## src/rtl/prog_mem_reader.sv

```systemverilog
// Program-memory read-back unit: walks every word from address 0 to the last one and
// hands each {opcode,immediate} to the host over a 4-phase valid/ack handshake.
module prog_mem_reader #(
    parameter int ADDR_W       = 4,
    parameter int READ_LATENCY = 1,
    parameter int SYNC_STAGES  = 2
) (
    input  logic              clk,
    input  logic              rst_n,
    input  logic              start,
    output logic [ADDR_W-1:0] mem_addr,
    output logic              mem_rd_en,
    input  logic [3:0]        mem_opcode,
    input  logic [3:0]        mem_immediate,
    output logic [7:0]        dout,
    output logic              dout_valid,
    input  logic              ack_in,
    output logic              busy,
    output logic              done
);

    typedef enum logic [2:0] {
        S_IDLE,
        S_ISSUE,
        S_WAIT_RD,
        S_PRESENT,
        S_WAIT_ACK_HI,
        S_WAIT_ACK_LO,
        S_FIN
    } state_t;

    localparam logic [1:0] LAT = 2'(READ_LATENCY);

    state_t                 r_state;
    state_t                 w_next;
    logic [ADDR_W-1:0]      r_addr;
    logic [1:0]             r_lat_cnt;
    logic [7:0]             r_dout;
    logic                   r_dout_valid;
    logic                   r_start_d;
    logic [SYNC_STAGES-1:0] r_ack_sync;
    logic                   w_ack_s;
    logic                   w_last;
    logic                   w_start_rise;

    assign w_ack_s      = r_ack_sync[SYNC_STAGES-1];
    assign w_last       = &r_addr;
    // A held start must not retrigger a dump once the previous one finishes.
    assign w_start_rise = start & ~r_start_d;

    // NOTE: state and datapath registers use non-blocking assignments so every flop
    // samples pre-edge values regardless of statement order.
    always_ff @(posedge clk or negedge rst_n) begin
        if (!rst_n) begin
            r_state <= S_IDLE;
        end else begin
            r_state <= w_next;
        end
    end

    // NOTE: w_next gets its default before the case so no path leaves it unassigned
    // and no latch is inferred.
    always_comb begin
        w_next = r_state;
        case (r_state)
            S_IDLE:        if (w_start_rise) w_next = S_ISSUE;
            S_ISSUE:       w_next = S_WAIT_RD;
            S_WAIT_RD:     if (r_lat_cnt == 2'd1) w_next = S_PRESENT;
            S_PRESENT:     if (!w_ack_s) w_next = S_WAIT_ACK_HI;
            S_WAIT_ACK_HI: if (w_ack_s) w_next = S_WAIT_ACK_LO;
            S_WAIT_ACK_LO: if (!w_ack_s) w_next = w_last ? S_FIN : S_ISSUE;
            S_FIN:         w_next = S_IDLE;
            default:       w_next = S_IDLE;
        endcase
    end

    always_ff @(posedge clk or negedge rst_n) begin
        if (!rst_n) begin
            r_addr       <= '0;
            r_lat_cnt    <= '0;
            r_dout       <= 8'h00;
            r_dout_valid <= 1'b0;
            r_start_d    <= 1'b0;
            r_ack_sync   <= '0;
        end else begin
            r_start_d  <= start;
            r_ack_sync <= {r_ack_sync[SYNC_STAGES-2:0], ack_in};
            case (r_state)
                S_IDLE: begin
                    if (w_start_rise) r_addr <= '0;
                end
                S_ISSUE: begin
                    r_lat_cnt <= LAT;
                end
                S_WAIT_RD: begin
                    // Last count cycle is the one where memory data is valid.
                    if (r_lat_cnt == 2'd1) r_dout <= {mem_opcode, mem_immediate};
                    else                   r_lat_cnt <= r_lat_cnt - 2'd1;
                end
                S_PRESENT: begin
                    if (!w_ack_s) r_dout_valid <= 1'b1;
                end
                S_WAIT_ACK_HI: begin
                    if (w_ack_s) r_dout_valid <= 1'b0;
                end
                S_WAIT_ACK_LO: begin
                    if (!w_ack_s && !w_last) r_addr <= r_addr + 1'b1;
                end
                S_FIN: begin
                    r_addr <= '0;
                end
                default: begin
                    r_addr <= '0;
                end
            endcase
        end
    end

    assign mem_addr   = r_addr;
    assign mem_rd_en  = (r_state == S_ISSUE);
    assign dout       = r_dout;
    assign dout_valid = r_dout_valid;
    assign busy       = (r_state != S_IDLE);
    assign done       = (r_state == S_FIN);

endmodule
```

## config.mk

```make
export PLATFORM = sky130hd
export DESIGN_NAME = prog_mem_reader
export DESIGN_NICKNAME = d
export VERILOG_FILES = /design/src/rtl/prog_mem_reader.sv
export SDC_FILE = /design/constraint.sdc
export NUM_CORES = 1
export LEC_CHECK = 0
export ABC_AREA = 1
export CORE_MARGIN = 2
export CORE_UTILIZATION = 40
export CTS_CLUSTER_DIAMETER = 200
export DETAILED_ROUTE_END_ITERATION = 10
export PLACE_DENSITY = 0.68
export SYNTH_ARGS = -nofsm -noshare
export SYNTH_HDL_FRONTEND = slang
export SYNTH_SLANG_ARGS = --single-unit
```

## constraint.sdc

```tcl
create_clock -name clk -period 3.2 [get_ports clk]
set_input_delay 0.64 -clock clk [delete_from_list [all_inputs] [get_ports clk]]
set_output_delay 0.64 -clock clk [all_outputs]
set_load 0.1 [all_outputs]
```

==> results.cfg <==
[cells_and_area]
drive_gt1_frac = 0.3043
diodes = 0
nets = 176
final_core_util = 0.5187
multiInputGateArea_sq_um = 555.5
final_common_cell = nand2_1
areaGrowthSynthToFinish_pct = 21.91
final_cell_mix = nand2_1, dfrtp_1, inv_1
seqCellArea_sq_um = 525.5
fillerInstances = 265

[timing]
finalCritPeriodShare = 0.6868
maxSlewHeadroom = 0.3916
min_period_ns = 2.198
worst_slew_pin_slew_ns = 0.9098
final_max_slew_viol_count = 0
skew_ns = 0.0009614
fmax_mhz = 455.0
finalSetupTns_ns = 0
hold_viol_final = 0
rsz0062_at_grt = false
setup_violations = 0

[cts]
clockBufferDepth = 2
cts-resized-gates = 0
clkSlewWorstSetupHoldPaths_ns = 0.12
cts_setup_buffers = 0
insertion_delay_ns = 0.29
cts_tree = done
ctsHoldBuffers = 0
clock_sinks = 21
cts-htree-levels = 1
numCtsBuffers = 3
cts-root-buf = clkbuf_4

[yosys]
async_reset_ff_frac = 1.000
ys_types = 26
syn-num-nets = 147
synthesis.area_sq_um = 1194
synth_ff_type = dfrtp_1
syn_avg_cell_area_sq_um = 8.975
ys_seq_area_frac = 0.4403
ys_warn_count = 0
synth_edf_count = 0
synth_seq_cells = 21
synthCells = 133

[place]
place_congestion = 0.7772
io_buffers = 27
place_hpwl_mm = 1.661

[routing]
antenna_left = 0
wire_per_inst_um = 11.31
viasPerCell = 4.729
vias = 908
drc = 1
drt-total-wl_mm = 2.171
firstDrtPassIters = 7
drt_iter0_drc = 27

[global_routing]
grt_pass1_vias = 861
grt_start_max_net_pins = 22
antenna_found_initial = 0
grt_pass1_wl_mm = 3.636
grt_use_total = 0.1392
overflow = 0

[min_path]
hold_class = reg -> reg
worstHoldPathCells = 0
min-delay-start = r_ack_sync[0]$_DFF_PN0_
min_to = r_ack_sync[1]$_DFF_PN0_

[setup_path]
end_kind = output port
startpoint_type = flop
timing.rr.start = r_state[2]$_DFFE_PN0P_
reg2reg_depth = 7
r2r_slack_ns = 1.70
path_max_fanout = 10
cp.required_ns = 2.56
r2r-end = mem_addr[1]$_DFFE_PN0P_
cp.arrival_ns = 1.56
worstSetupPathType = reg -> out

[die]
top_level_ports = 28
start_util = 0.4255
die_h_um = 58.63
dieArea_sq_um = 3437
die_w_um = 58.63
core-area_sq_um = 2805
core.rowCount = 19

[outcome]
status = complete, but fails checks
violations = DRC

[run]
max_cap_violations = 0
==> cell families (layout without fill, tap and decap cells) <==
logic type | after synthesis | count (layout) | synth area share
fa+ha+maj | 2 | 2 | 0.02096
xor+xnor | 1 | 1 | 0.007339
flops | 21 | 21 | 0.4402
simple gates | 72 | 72 | 0.3532
buf+inv | 24 | 52 | 0.09433
compound gates | 13 | 13 | 0.08386
==> synth_stat cells (2+ instances only) <==
cell type / count / area share
a21oi_1: 2 / 0.0084
buf_6: 3 / 0.028
dfrtp_1: 21 / 0.44
ha_1: 2 / 0.021
inv_1: 18 / 0.057
inv_2: 2 / 0.0063
nand2_1: 33 / 0.10
nand2_2: 7 / 0.037
nand3_1: 10 / 0.042
nand3_2: 2 / 0.017
nand3_4: 2 / 0.029
nand3b_1: 2 / 0.013
nand4_1: 2 / 0.010
nor2_1: 4 / 0.013
nor2_2: 2 / 0.010
nor2_4: 4 / 0.038
o21ai_2: 8 / 0.059
==> layer usage <==
| metal | part of all wire | global-route usage | vias to the layer above | wire length, um |
|---|---|---|---|---|
| met4 | 0.0078 | 0.06169 | 0 | 17 |
| met1 | 0.48 | 0.1823 | 405 | 1047 |
| li1 | - | - | 475 | - |
| met5 | 0 | 0 | - | 0 |
| met3 | 0.051 | 0.02637 | 2 | 111 |
| met2 | 0.46 | 0.2247 | 26 | 994 |
==> cell type report <==
type | instances | area share
Multi-Input combinational cell | 88 | 0.3818
Sequential cell | 21 | 0.3611
Timing Repair Buffer | 27 | 0.1582
Inverter | 21 | 0.05417
Tap cell | 31 | 0.02666
Clock buffer | 4 | 0.01806
==> worst max path at each step <==
stage / from / endpoint / slack [ns]
floorplan: r_state[2]$_DFFE_PN0P_ / done / 0.75
detailed placement: r_state[2]$_DFFE_PN0P_ / done / 1.34
global placement: r_state[2]$_DFFE_PN0P_ / done / 1.34
CTS: r_state[2]$_DFFE_PN0P_ / done / 0.99
global route: r_state[2]$_DFFE_PN0P_ / done / 0.87
finish: r_state[2]$_DFFE_PN0P_ / done / 1.00
==> through the flow <==
stage | hold slack (ns) | cells | cell area (sq um) | setup WS (ns)
floorplan | 0.3312 | 133 | 1194 | 0.7509
global placement | 0.3381 | 188 | 1429 | 1.335
detailed placement | 0.3372 | 188 | 1429 | 1.337
CTS | 0.3671 | 192 | 1455 | 0.9879
global route | 0.3840 | 192 | 1455 | 0.8683
finish | 0.3619 | 192 | 1455 | 1.002
==> state kept, by name (all words and copies together), names as in the netlist <==
| signal | flops |
|---|---|
| r_lat_cnt | 2 |
| r_state | 3 |
| dout_valid | 1 |
| dout | 8 |
| mem_addr | 4 |
| r_ack_sync | 2 |
| r_start_d | 1 |
==> critical path, cell delays in order, from the launching register on <==
cell     delay [ns]
dfrtp_1        0.72
nand2_1        0.13
nor2_1         0.11
buf_4          0.30
Power is left out: the tool's default activity adds up to more than one toggle a clock period on the data nets, which glitch-free logic cannot reach.
